$ cat src/rtl/fixed_point_pkg.sv
// Shared fixed-point definitions for the sensor-fusion datapath.
// Used by vec_sum_squares, fastInvSqrt and the vector normaliser.
package fixed_point_pkg;

  typedef enum logic [1:0] {
    IDLE = 2'd0,
    MAC  = 2'd1,
    DONE = 2'd2
  } state_t;

  localparam int DEF_INT_WIDTH   = 12;
  localparam int DEF_FRACT_WIDTH = 4;

  // Total element width in bits.
  function automatic int elem_width(input int int_w, input int fract_w);
    return int_w + fract_w;
  endfunction

  // Two guard bits above the 2W-bit product, so up to four squares cannot overflow.
  function automatic int acc_width(input int w);
    return 2 * w + 2;
  endfunction

  // Largest positive value of a signed w-bit element.
  function automatic longint sat_limit(input int w);
    return (longint'(1) <<< (w - 1)) - longint'(1);
  endfunction

endpackage

$ cat src/rtl/vec_sum_squares.sv
// Sequential sum of squares of a 3- or 4-element signed fixed-point vector.
// One shared multiplier; result truncated back to the input Q format and saturated.
module vec_sum_squares
  import fixed_point_pkg::*;
#(
  parameter int INT_WIDTH   = DEF_INT_WIDTH,
  parameter int FRACT_WIDTH = DEF_FRACT_WIDTH,
  parameter int N_ELEM      = 3
) (
  input  logic                                       clk,
  input  logic                                       rst_n,
  input  logic [N_ELEM*(INT_WIDTH+FRACT_WIDTH)-1:0]  data_in,
  input  logic                                       valid_in,
  output logic                                       ready_in,
  output logic [INT_WIDTH+FRACT_WIDTH-1:0]           data_out,
  output logic                                       valid_out,
  input  logic                                       ready_out,
  output logic                                       zero_out,
  output logic                                       sat_out
);

  localparam int W     = elem_width(INT_WIDTH, FRACT_WIDTH);
  localparam int ACC_W = acc_width(W);
  localparam int IDX_W = 2;

  localparam logic [ACC_W-1:0] SAT_ACC = ACC_W'(sat_limit(W));
  localparam logic [W-1:0]     SAT_OUT = W'(sat_limit(W));
  localparam logic [IDX_W-1:0] LAST_IDX = IDX_W'(N_ELEM - 1);

  logic signed [W-1:0] w_elem_in [N_ELEM];

  genvar gi;
  generate
    for (gi = 0; gi < N_ELEM; gi++) begin : g_unpack
      assign w_elem_in[gi] = data_in[gi*W +: W];
    end
  endgenerate

  state_t              r_state;
  logic signed [W-1:0] r_elem [N_ELEM];
  logic [IDX_W-1:0]    r_idx;
  logic [ACC_W-1:0]    r_acc;
  logic [W-1:0]        r_data_out;
  logic                r_ready_in;
  logic                r_valid_out;
  logic                r_zero;
  logic                r_sat;

  logic signed [W-1:0]   w_cur;
  logic signed [2*W-1:0] w_prod;
  logic [ACC_W-1:0]      w_sum;
  logic [ACC_W-1:0]      w_result;
  logic                  w_last;
  logic                  w_sat;

  // Full 2W-bit signed product: (-2^(W-1))^2 = 2^(2W-2) still fits as a positive value.
  assign w_cur    = r_elem[r_idx];
  assign w_prod   = w_cur * w_cur;
  assign w_sum    = r_acc + {2'b00, w_prod};
  assign w_result = w_sum >> FRACT_WIDTH;
  assign w_last   = (r_idx == LAST_IDX);
  assign w_sat    = (w_result > SAT_ACC);

  always_ff @(posedge clk or negedge rst_n) begin
    if (!rst_n) begin
      r_state     <= IDLE;
      r_idx       <= '0;
      r_acc       <= '0;
      r_data_out  <= '0;
      r_ready_in  <= 1'b1;
      r_valid_out <= 1'b0;
      r_zero      <= 1'b0;
      r_sat       <= 1'b0;
      for (int i = 0; i < N_ELEM; i++) begin
        r_elem[i] <= '0;
      end
    end else begin
      case (r_state)
        IDLE: begin
          if (valid_in && r_ready_in) begin
            for (int i = 0; i < N_ELEM; i++) begin
              r_elem[i] <= w_elem_in[i];
            end
            r_acc      <= '0;
            r_idx      <= '0;
            r_ready_in <= 1'b0;
            r_state    <= MAC;
          end
        end
        MAC: begin
          r_acc <= w_sum;
          r_idx <= r_idx + 1'b1;
          if (w_last) begin
            r_data_out  <= w_sat ? SAT_OUT : w_result[W-1:0];
            r_sat       <= w_sat;
            r_zero      <= (w_result == '0);
            r_valid_out <= 1'b1;
            r_state     <= DONE;
          end
        end
        DONE: begin
          // Outputs hold until downstream takes them; no accept in this cycle.
          if (ready_out) begin
            r_valid_out <= 1'b0;
            r_ready_in  <= 1'b1;
            r_state     <= IDLE;
          end
        end
        default: begin
          r_state     <= IDLE;
          r_ready_in  <= 1'b1;
          r_valid_out <= 1'b0;
        end
      endcase
    end
  end

  assign ready_in  = r_ready_in;
  assign valid_out = r_valid_out;
  assign data_out  = r_data_out;
  assign zero_out  = r_zero;
  assign sat_out   = r_sat;

endmodule

$ cat config.mk
export PLATFORM = sky130hd
export DESIGN_NAME = vec_sum_squares
export DESIGN_NICKNAME = d
export VERILOG_FILES = /design/src/rtl/fixed_point_pkg.sv /design/src/rtl/vec_sum_squares.sv
export SDC_FILE = /design/constraint.sdc
export NUM_CORES = 1
export LEC_CHECK = 0
export CORE_MARGIN = 2
export CORE_UTILIZATION = 45
export DETAILED_ROUTE_END_ITERATION = 8
export PLACE_DENSITY = 0.63
export SLEW_MARGIN = 10
export SYNTH_ARGS = -nofsm -noshare
export SYNTH_HDL_FRONTEND = slang
export SYNTH_SLANG_ARGS = --single-unit
$ cat constraint.sdc
create_clock -name clk -period 13.35 [get_ports clk]
set_input_delay 2.0025 -clock clk [delete_from_list [all_inputs] [get_ports clk]]
set_output_delay 2.0025 -clock clk [all_outputs]
set_load 0.05 [all_outputs]
* After elaboration in Yosys (flattened, before gate mapping) *
Cells that the tools add are included.
Widths: inputs -> output; s select.

storage, ports and cells
  register bits = 106
  output and inout bits = 20

operators by class
  $add $sub $neg = 2
  multiply operators = 1
  magnitude comparators = 2
  equal/unequal tests = 6
  muxes and demuxes = 18
  bitwise gates (word level) = 3
  reductions and logical operators = 10

operators by type and width
  kind                  number
  $pmux 34 s2           1
  $mux 16               3
  $add 34x32->34        1
  $logic_not 34->1      1
  $mux 34               1
  $bmux 16 s2           1
  $mul 16x16->32        1
  $gt 30x15->1 const B  1
  $reduce_and 3->1      3
  $mux 2                4
  $ne 2x2->1 const B    3
  $pmux 1 s3            2
  $pmux 2 s3            1
  $reduce_and 2->1      3
  $eq 2x2->1 const B    2
  $mux 1                4
  $pmux 2 s2            1
  $ge 3x3->1 const B    1
  $not 2->3             1
  $add 2x1->2 const B   1
  $eq 2x1->1 const B    1
  $logic_not 2->1       1
  $not 1->1             2
  $reduce_bool 2->1     1
  $logic_and 1x1->1     1

* Logic depth before layout (Yosys ltp) *
Gate-level depths: netlist of run 1.

  depth after elaboration = 8
  depth in mapped cells = 43
  depth with buffers taken out = 39

* Worst setup path before layout of run 1 *
OpenSTA, ideal clock, no wires.

  path type = reg-to-reg
  start point = register r_idx[1]
  end point = register r_data_out[9], in the netlist data_out[9]
  library setup time = 0.129 ns
  arrival = 9.574 ns
  data required time = 13.221 ns
  slack = 3.647 ns
  cell stages (with the launch flop) = 37
  cells stage by stage = dfrtp_1 > clkbuf_1 > clkbuf_1 > mux2i_1 > nor2_1 > a21oi_1 > clkinv_1 > nand2_1 > fa_1 > inv_1 > fa_1 > fa_1 > fa_1 > fa_1 > inv_1 > fa_1 > inv_1 > ha_1 > a21o_1 > a21oi_1 > o22ai_1 > o31ai_1 > o21ai_0 > a21o_1 > a21oi_1 > xnor2_1 > ha_1 > clkbuf_1 > a21o_1 > a21o_1 > a221o_1 > a41oi_1 > xnor2_1 > nand4_1 > nor4b_4 > buf_6 > a21oi_2

on the way
  cells in the longest elaborated chain, start to end = 8
  elaborated cells on any way between the ends = 10

ends and longest elaborated chain
  element                                     line                   RTL
  start: declaration                          vec_sum_squares.sv:41  logic [IDX_W-1:0] r_idx;
  start signal: assignment                    vec_sum_squares.sv:92  r_idx <= r_idx + 1'b1;
  $not 2->3 (not written as such)             vec_sum_squares.sv:57  assign w_cur = r_elem[r_idx];
  $bmux 16 s2                                 vec_sum_squares.sv:57
  $mux 16 (not written as such) (2 in a row)  vec_sum_squares.sv:57
  $mul 16x16->32                              vec_sum_squares.sv:58  assign w_prod = w_cur * w_cur;
  $add 34x32->34                              vec_sum_squares.sv:59  assign w_sum = r_acc + {2'b00, w_prod};
  $gt 30x15->1                                vec_sum_squares.sv:62  assign w_sat = (w_result > SAT_ACC);
  $mux 16                                     vec_sum_squares.sv:94  r_data_out <= w_sat ? SAT_OUT : w_result[W-1:0];
  end signal: assignment                      vec_sum_squares.sv:94
  end: declaration                            vec_sum_squares.sv:43  logic [W-1:0] r_data_out;

Several ways; a longest one is shown, not always the timed one. The select of a mux whose other input is x is not followed.
A chain may end at the register's enable or synchronous reset.

* Final worst setup path of run 1 *
  start point = register r_idx[1]
  end point = register r_data_out[1], in the netlist data_out[1]

Same word-level chain as after synthesis.

==> results of run 1 <==
-- worst register-to-register path: cells and delay by family, from the launching register on --
kind / cells / cell delay, ns
adder cells (fa/ha/maj): 8 / 3.72
AND/OR/NAND/NOR: 7 / 2.07
AO/OA/AOI/OAI: 12 / 3.43
buffers and inverters: 5 / 1.22
flip-flops: 1 / 0.69
XOR/XNOR: 2 / 0.49
multiplexers: 1 / 0.31
-- cell families after synthesis --
logic type               after synthesis
AND/OR/NAND/NOR                      512
buffers and inverters                412
adder cells (fa/ha/maj)              361
AO/OA/AOI/OAI                        267
flip-flops                           106
XOR/XNOR                              65
multiplexers                          18
-- per-layer routing --
layer | vias up | GRT usage (%) | wire length (um)
li1 | 5548 | - | -
met3 | 38 | 2.508 | 1455
met1 | 5763 | 31.29 | 17310
met5 | - | 0 | 0
met2 | 292 | 38.95 | 19000
met4 | 0 | 3.422 | 455
-- sequential cells by signal, summed over array words and instances (netlist names) --
name,count
ready_in,1
zero_out,1
r_idx,2
r_elem,48
r_acc,34
r_state,2
valid_out,1
data_out,16
sat_out,1
-- layout make-up --
type                            count  area (um2)
Fill cell                        3159       16750
Inverter                          360        1351
Clock buffer                       10       229.0
Tap cell                          448       560.5
Sequential cell                   106        2654
Timing Repair Buffer               86       820.8
Multi-Input combinational cell   1223       11020
Clock inverter                      6       62.56
-- metrics by stage --
stage | worst slack [ns] | hold WS (ns)
floorplan | 3.647 | 0.4450
global placement | 1.472 | 0.4569
detailed placement | 1.378 | 0.4633
CTS | 1.292 | 0.4824
global route | 0.5627 | 0.4938
finish | 1.259 | 0.4803
-- worst paths after layout --
check | to | startpoint
max | data_out[1] | r_idx[1]
min | r_elem[0] | r_elem[0]
max reg2reg | data_out[1] | r_idx[1]
min reg2reg | r_elem[0] | r_elem[0]
max in group asynchronous | r_acc[7] | rst_n
min in group asynchronous | r_elem[43] | rst_n
-- cell usage in the layout, fill, tap and decap left out, types with 5 or more instances in the layout --
master           count
inv_1              353
nand2_1            260
fa_1               235
nor2_1             136
ha_1               126
dfrtp_1            105
o21ai_0             76
clkdlybuf4s50_1     70
a21oi_1             64
xnor2_1             49
nand3_1             43
a21o_1              34
mux2i_1             17
xor2_1              16
buf_4               16
nand4_1             15
nor3_1              14
a21oi_2             10
and3_1               9
clkbuf_16            9
o21bai_1             8
o21a_1               7
a211oi_1             7
nand2b_1             7
clkinv_1             6
a31oi_1              6
o211ai_1             5
nor2b_1              5
==> flow_summary.toml, run 1 <==
[global_route]
antenna_found_initial = 0
grt_pass1_vias = 12180
grt_overflow = 0
grt_max_degree = 84
grtUsageTotal_pct = 22.55
grt_first_pass_wirelength_mm = 63.22

[placement]
dpl.hpwl_mm = 31.75
io_buffers = 71
gp_routability_congestion = 0.8786
dp_cells = 2223
postPlaceCellArea_um2 = 16400

[cells_and_area]
final_cell_count_no_fill = 2239
areaGrowthSynthToFinish_pct = 9.702
final_area_um2 = 16690
antenna_cells = 0
final_util_pct = 49.91
nets = 2199
drive_gt1_share_pct = 3.629

[clock_tree]
cts_sinks = 106
hold_buffers = 0
clock_latency_ns = 0.37
clk_pin_slew_ns = 0.08
postCtsSetupBuffers = 0
clock_tree.root_cell = "clkbuf_16"
cts-resized-gates = 0
cts.path.max_buffers = 2
cts_inserted_buffers = 9
cts_tree = "done"
h-tree-depth = 3

[drt]
drc_errors = 0
routed_wl_mm = 38.22
vias = 11640
route.detailed.wl_per_inst_um = 17.07
firstDrtPassIters = 5
drt_iter0_drc = 810
ant_nets = 0
vias_per_cell = 5.199

[synthesis]
synth_area_leaders = "fa_1, dfrtp_1, ha_1"
synth_edf_count = 0
yosys_warnings = 0
synth-seq-cells = 106
yosys.cell_types.count = 76
syn_nets = 2154
syn_inst = 1741
synth_compound_area_share_pct = 11.68
synthMuxAreaShare_pct = 1.192
synth_top_family_by_area = "adder cells"
ys.flop_type = "dfrtp_1"
synthAdderAreaFrac_pct = 41.28
yosysMostFrequentCell = "inv_1"
async_reset_ff_share_pct = 100.0
yosys.area_share.simple_pct = 14.45
synth_top_cell_area_share_pct = 30.92
yosysSeqAreaShare_pct = 17.44
syn_area_um2 = 15220
synth-xor-area-share_pct = 3.741
avgSynthCellArea_um2 = 8.740
synth_top_cell_by_area = "fa_1"
synth.cells.most_frequent = "inv_1, nand2_1, fa_1"

[status]
status = "finished, final reports clean"

[worst_hold_path]
holdCritPathClass = "register to register"
holdPathStages = 2

[die]
die_y_um = 187.9
die-area_um2 = 35300
core-area_um2 = 33450
rows = 67
initial_core_util_pct = 45.49
die_w_um = 187.9
ioPinCount = 72

[flow_run]
drv_cap = 0

[critical_path]
worstSetupPathType = "register to register"
cp_slowest_cell = "nor4b_4"
worst-r2r-setup-slack_ns = 1.26
path_depth = 35
crit_required_ns = 13.55
arrival_ns = 12.29
cp.buffers_inverters = 5
critPathMaxFanout = 16
cp-start-kind = "register"
crit_family = "adder cells"
rr_worst_depth = 35
worstSetupEndpointType = "register"
path_common_cell = "fa_1"
slowest_delay_ns = 1.00

[timing]
min_period_ns = 12.09
setup_viol = 0
relSlewSlack_pct = 17.38
hold_violations = 0
max_freq_mhz = 82.70
fin_crit_sh_pct = 90.57
fin_skew_ns = 0.01283
worst_slew_pin_slew_ns = 1.239
drv_slew = 0
finalSetupTns_ns = 0
rsz0062_at_grt = "false"
Power of run 1 is left out: the tool's default activity adds up to more than one toggle a clock period on the data nets, which glitch-free logic cannot reach.
==> run 2, diff against run 1 <==
--- a/config.mk
+++ b/config.mk
@@ -5,6 +5,7 @@
 export SDC_FILE = /design/constraint.sdc
 export NUM_CORES = 1
 export LEC_CHECK = 0
+export CORE_ASPECT_RATIO = 0.75
 export CORE_MARGIN = 2
 export CORE_UTILIZATION = 45
 export DETAILED_ROUTE_END_ITERATION = 8
@@ -13,3 +14,4 @@
 export SYNTH_ARGS = -nofsm -noshare
 export SYNTH_HDL_FRONTEND = slang
 export SYNTH_SLANG_ARGS = --single-unit
+export TNS_END_PERCENT = 50
==> run 2 against run 1 <==
  * Final area increased by 0.14%
  * Critical path depth increased by 2
  * Largest cell class unchanged
  * Sequential share of layout area about the same
  * Core utilization increased by 0.17 points
  * Worst setup slack improved by 0.87 ns
  * Flip-flop and latch count unchanged
  * Die area about the same
  * Register-to-register slack improved by 0.87 ns
  * Hold slack improved by 0.00064 ns
  * Clock skew increased by 0.0013 ns
  * Cell count increased by 0.18%
  * Critical endpoint is now data_out[3]
  * First-iteration DRC count increased by 11%
==> flow_summary.toml, run 2 (same netlist as run 1, synthesis figures left out) <==
[status]
status = "finished, final reports clean"

[die]
die_w_um = 216.3
die-area_um2 = 35320
die_y_um = 163.3
initial_core_util_pct = 45.58
core-area_um2 = 33380
ioPinCount = 72
rows = 58

[global_route]
grt_overflow = 0
antenna_found_initial = 0
grt_pass1_vias = 11750
grt_max_degree = 84
grtUsageTotal_pct = 22.53
grt_first_pass_wirelength_mm = 62.62

[cells_and_area]
final_util_pct = 50.08
mostFrequentLayoutCells = "inv_1, nand2_1, fa_1"
largest_reg_flops = 48
areaGrowthSynthToFinish_pct = 9.859
largest-register = "r_elem"
antenna_cells = 0
drive_gt1_share_pct = 3.681
nets = 2201
layout.cells.most_common = "inv_1"
final_cell_count_no_fill = 2243

[critical_path]
cp-endpoint = "data_out[3]"
arrival_ns = 11.45
crit_path_start = "r_idx[1]"
rr_worst_depth = 37
critPathMaxFanout = 19
reg2reg_to = "data_out[3]"
cp-start-kind = "register"
worstSetupEndpointType = "register"
worstSetupPathType = "register to register"
regToRegStartpoint = "r_idx[1]"
slowest_delay_ns = 0.97
worst-r2r-setup-slack_ns = 2.13
cp_slowest_cell = "dfrtp_1"
crit_required_ns = 13.59

[timing]
fin_crit_sh_pct = 84.02
min_period_ns = 11.22
fin_skew_ns = 0.01409
drv_slew = 0
whs_ns = 0.4810
max_freq_mhz = 89.15
worst_slew_pin_slew_ns = 1.017
hold_violations = 0
relSlewSlack_pct = 31.29
setup_viol = 0
rsz0062_at_grt = "false"
finalSetupTns_ns = 0

[worst_hold_path]
holdCritPathClass = "register to register"

[clock_tree]
postCtsSetupBuffers = 0
clk_pin_slew_ns = 0.08
cts_tree = "done"
hold_buffers = 0
h-tree-depth = 3
cts-resized-gates = 0
cts_inserted_buffers = 9
clock_latency_ns = 0.38
cts_sinks = 106
cts.path.max_buffers = 2
clock_tree.root_cell = "clkbuf_16"

[drt]
drc_errors = 0
drt_iter0_drc = 898
firstDrtPassIters = 5
ant_nets = 0
vias = 11710
route.detailed.wl_per_inst_um = 16.88
vias_per_cell = 5.218
routed_wl_mm = 37.87

[placement]
dp_cells = 2227
io_buffers = 71
dpl.hpwl_mm = 31.78
gp_routability_congestion = 0.9216

[flow_run]
drv_cap = 0
[run 2: layout make-up]
type | instances | area (um2)
timing repair buffer | 88 | 835.8
clock buffer | 10 | 239.0
clock inverter | 6 | 65.06
multi-input combinational | 1223 | 11010
sequential | 106 | 2654
inverter | 360 | 1351
fill | 3209 | 16660
tap | 450 | 563.0
[run 2: routing by layer]
| metal | track usage [%] | wire length [um] | vias up | share of wire (%) |
|---|---|---|---|---|
| li1 | - | - | 5569 | - |
| met1 | 35.42 | 18990 | 5747 | 50 |
| met2 | 33.03 | 15980 | 360 | 42 |
| met3 | 3.948 | 2497 | 29 | 6.6 |
| met4 | 2.958 | 404 | 0 | 1.1 |
| met5 | 0 | 0 | - | 0 |
[run 2: per-stage QoR]
stage,setup slack [ns],instance area (um2)
3_5_place_dp,2.297,16410
5_1_grt,1.424,16720
6_report,2.133,16720
4_1_cts,2.237,16720
2_1_floorplan,3.647,15220
3_3_place_gp,2.427,16410
[run 2: critical path: cells and delay by family (launching register included)]
| family | cells | cell delay [ns] |
|---|---|---|
| AO/OA/AOI/OAI | 13 | 3.56 |
| adder cells (fa/ha/maj) | 8 | 3.84 |
| flip-flops | 1 | 0.97 |
| buffers and inverters | 8 | 1.34 |
| AND/OR/NAND/NOR | 8 | 1.34 |
[run 2: how the worst min path moves through the flow]
stage	start	endpoint	slack, ns	depth (start not counted)
CTS	r_elem[46]	r_elem[46]	0.48	2
floorplan	r_elem[32]	r_elem[32]	0.44	2
global route	r_elem[2]	r_elem[2]	0.50	2
global placement	r_elem[4]	r_elem[4]	0.46	2
finish	r_elem[43]	r_elem[43]	0.48	2
detailed placement	r_elem[43]	r_elem[43]	0.46	2
Power of run 2 is left out for the same reason.
==> run 3, diff against run 2 <==
--- a/config.mk
+++ b/config.mk
@@ -9,7 +9,7 @@
 export CORE_MARGIN = 2
 export CORE_UTILIZATION = 45
 export DETAILED_ROUTE_END_ITERATION = 8
-export PLACE_DENSITY = 0.63
+export PLACE_DENSITY = 0.66
 export SLEW_MARGIN = 10
 export SYNTH_ARGS = -nofsm -noshare
 export SYNTH_HDL_FRONTEND = slang
==> constraint.sdc (replaced) <==
create_clock -name clk -period 10.3 [get_ports clk]
set_input_delay 1.545 -clock clk [delete_from_list [all_inputs] [get_ports clk]]
set_output_delay 1.545 -clock clk [all_outputs]
set_load 0.05 [all_outputs]
==> run 3 against run 2 <==
  * Routed wire length is 2.5% higher
  * Sequential share of layout area down 0.26 points
  * Hold slack gained 0.00096 ns
  * First-iteration DRC count increased by 9.1%
  * Via count grew 2.3%
  * Largest cell class unchanged
==> flow_summary.toml, run 3 (same netlist as run 1, synthesis figures left out) <==
[timing]
relSlewSlack_pct = 17.68
fin_crit_sh_pct = 95.68
whs_ns = 0.4819
drv_slew = 0
rsz0062_at_grt = "false"
max_freq_mhz = 101.5
setup_viol = 0
hold_violations = 0
worst_slew_pin_slew_ns = 1.231
min_period_ns = 9.855
fin_skew_ns = 0.01037
finalSetupTns_ns = 0

[clock_tree]
hold_buffers = 0
cts_inserted_buffers = 9
cts.path.max_buffers = 2
h-tree-depth = 3
cts_tree = "done"
cts_sinks = 106
clk_pin_slew_ns = 0.08
clock_tree.root_cell = "clkbuf_16"
clock_latency_ns = 0.38

[critical_path]
regToRegStartpoint = "r_idx[1]"
worstSetupEndpointType = "register"
worst-r2r-setup-slack_ns = 0.44
slowest_delay_ns = 0.90
path_common_cell = "fa_1"
reg2reg_to = "data_out[2]"
worstSetupPathType = "register to register"
rr_worst_depth = 33
crit_family = "adder cells"
critPathMaxFanout = 16
arrival_ns = 10.10
crit_required_ns = 10.55
cp.buffers_inverters = 7
path_depth = 33
cp-start-kind = "register"
cp_slowest_cell = "o41ai_1"

[die]
die_y_um = 163.3
die_w_um = 216.3
rows = 58
initial_core_util_pct = 45.58
ioPinCount = 72
die-area_um2 = 35320
core-area_um2 = 33380

[placement]
gp_routability_congestion = 0.9746
dp_cells = 2249
dpl.hpwl_mm = 32.35
postPlaceCellArea_um2 = 16590
io_buffers = 71

[cells_and_area]
mostFrequentLayoutCells = "inv_1, nand2_1, fa_1"
largest_reg_flops = 48
nets = 2227
drive_gt1_share_pct = 6.377
largest-register = "r_elem"
final_cell_count_no_fill = 2269
final_area_um2 = 17010
antenna_cells = 0
areaGrowthSynthToFinish_pct = 11.75
fill_cells = 3165
layout.cells.most_common = "inv_1"

[worst_hold_path]
holdCritPathClass = "register to register"
hold_end = "r_elem[46]"
min-delay-start = "r_elem[46]"
holdPathStages = 2

[drt]
ant_nets = 0
routed_wl_mm = 38.81
vias = 11980
route.detailed.wl_per_inst_um = 17.10
drt_iter0_drc = 980
vias_per_cell = 5.278
firstDrtPassIters = 8
drc_errors = 0

[flow_run]
drv_cap = 0

[global_route]
antenna_found_initial = 0
grt_pass1_vias = 11930
grtUsageTotal_pct = 22.87
grt_first_pass_wirelength_mm = 63.25
grt_overflow = 0
grt_max_degree = 71

[status]
status = "finished, final reports clean"
-- run 3: area by class of cell --
type                    instances  area, um2  share of cell area [%]
clock buffers                  10      239.0                   1.405
clock inverters                 6      67.56                  0.3973
inverters                     360       1376                   8.094
multi-input cells            1223      11060                   65.04
flip-flops and latches        106       2655                   15.61
well taps                     450      563.0                   3.311
repair buffers                114       1044                   6.136
-- run 3: worst max path at each step --
stage	to	startpoint	slack, ns
3_5_place_dp	data_out[2]	r_idx[1]	0.31
3_3_place_gp	data_out[3]	r_idx[1]	0.46
4_1_cts	data_out[2]	r_idx[1]	0.29
2_1_floorplan	data_out[9]	r_idx[1]	0.60
5_1_grt	data_out[1]	r_idx[1]	0.002
6_report	data_out[2]	r_idx[1]	0.44
-- run 3: timing repair --
item,in CTS,in global routing
gates resized for setup,0,26
endpoints found under the hold margin,0,0
setup endpoints to repair,0,18
setup buffers,0,4
-- run 3: worst reg2reg max path: cells and delay by family (launching register included) --
kind / cells / cell delay [ns]
fa+ha+maj: 8 / 3.70
buf+inv: 7 / 1.19
mux: 1 / 0.25
xor+xnor: 3 / 0.59
compound gates: 6 / 1.90
simple gates: 8 / 1.67
flops: 1 / 0.45
-- run 3: routing by layer --
layer  part of all wire [%]  vias to the layer above  track usage [%]
li1                       -                     5619                -
met1                     50                     5935            35.70
met2                     42                      390            33.13
met3                    7.3                       31            4.842
met4                    1.0                        0            3.082
met5                      0                        -                0
-- run 3: per-stage QoR --
stage          setup WS [ns]  util, %
6_report              0.4446    50.94
5_1_grt             0.001575    50.94
4_1_cts               0.2872    50.62
3_5_place_dp          0.3061    49.70
3_3_place_gp          0.4578    49.70
2_1_floorplan         0.5973        -
Power of run 3 is left out for the same reason.
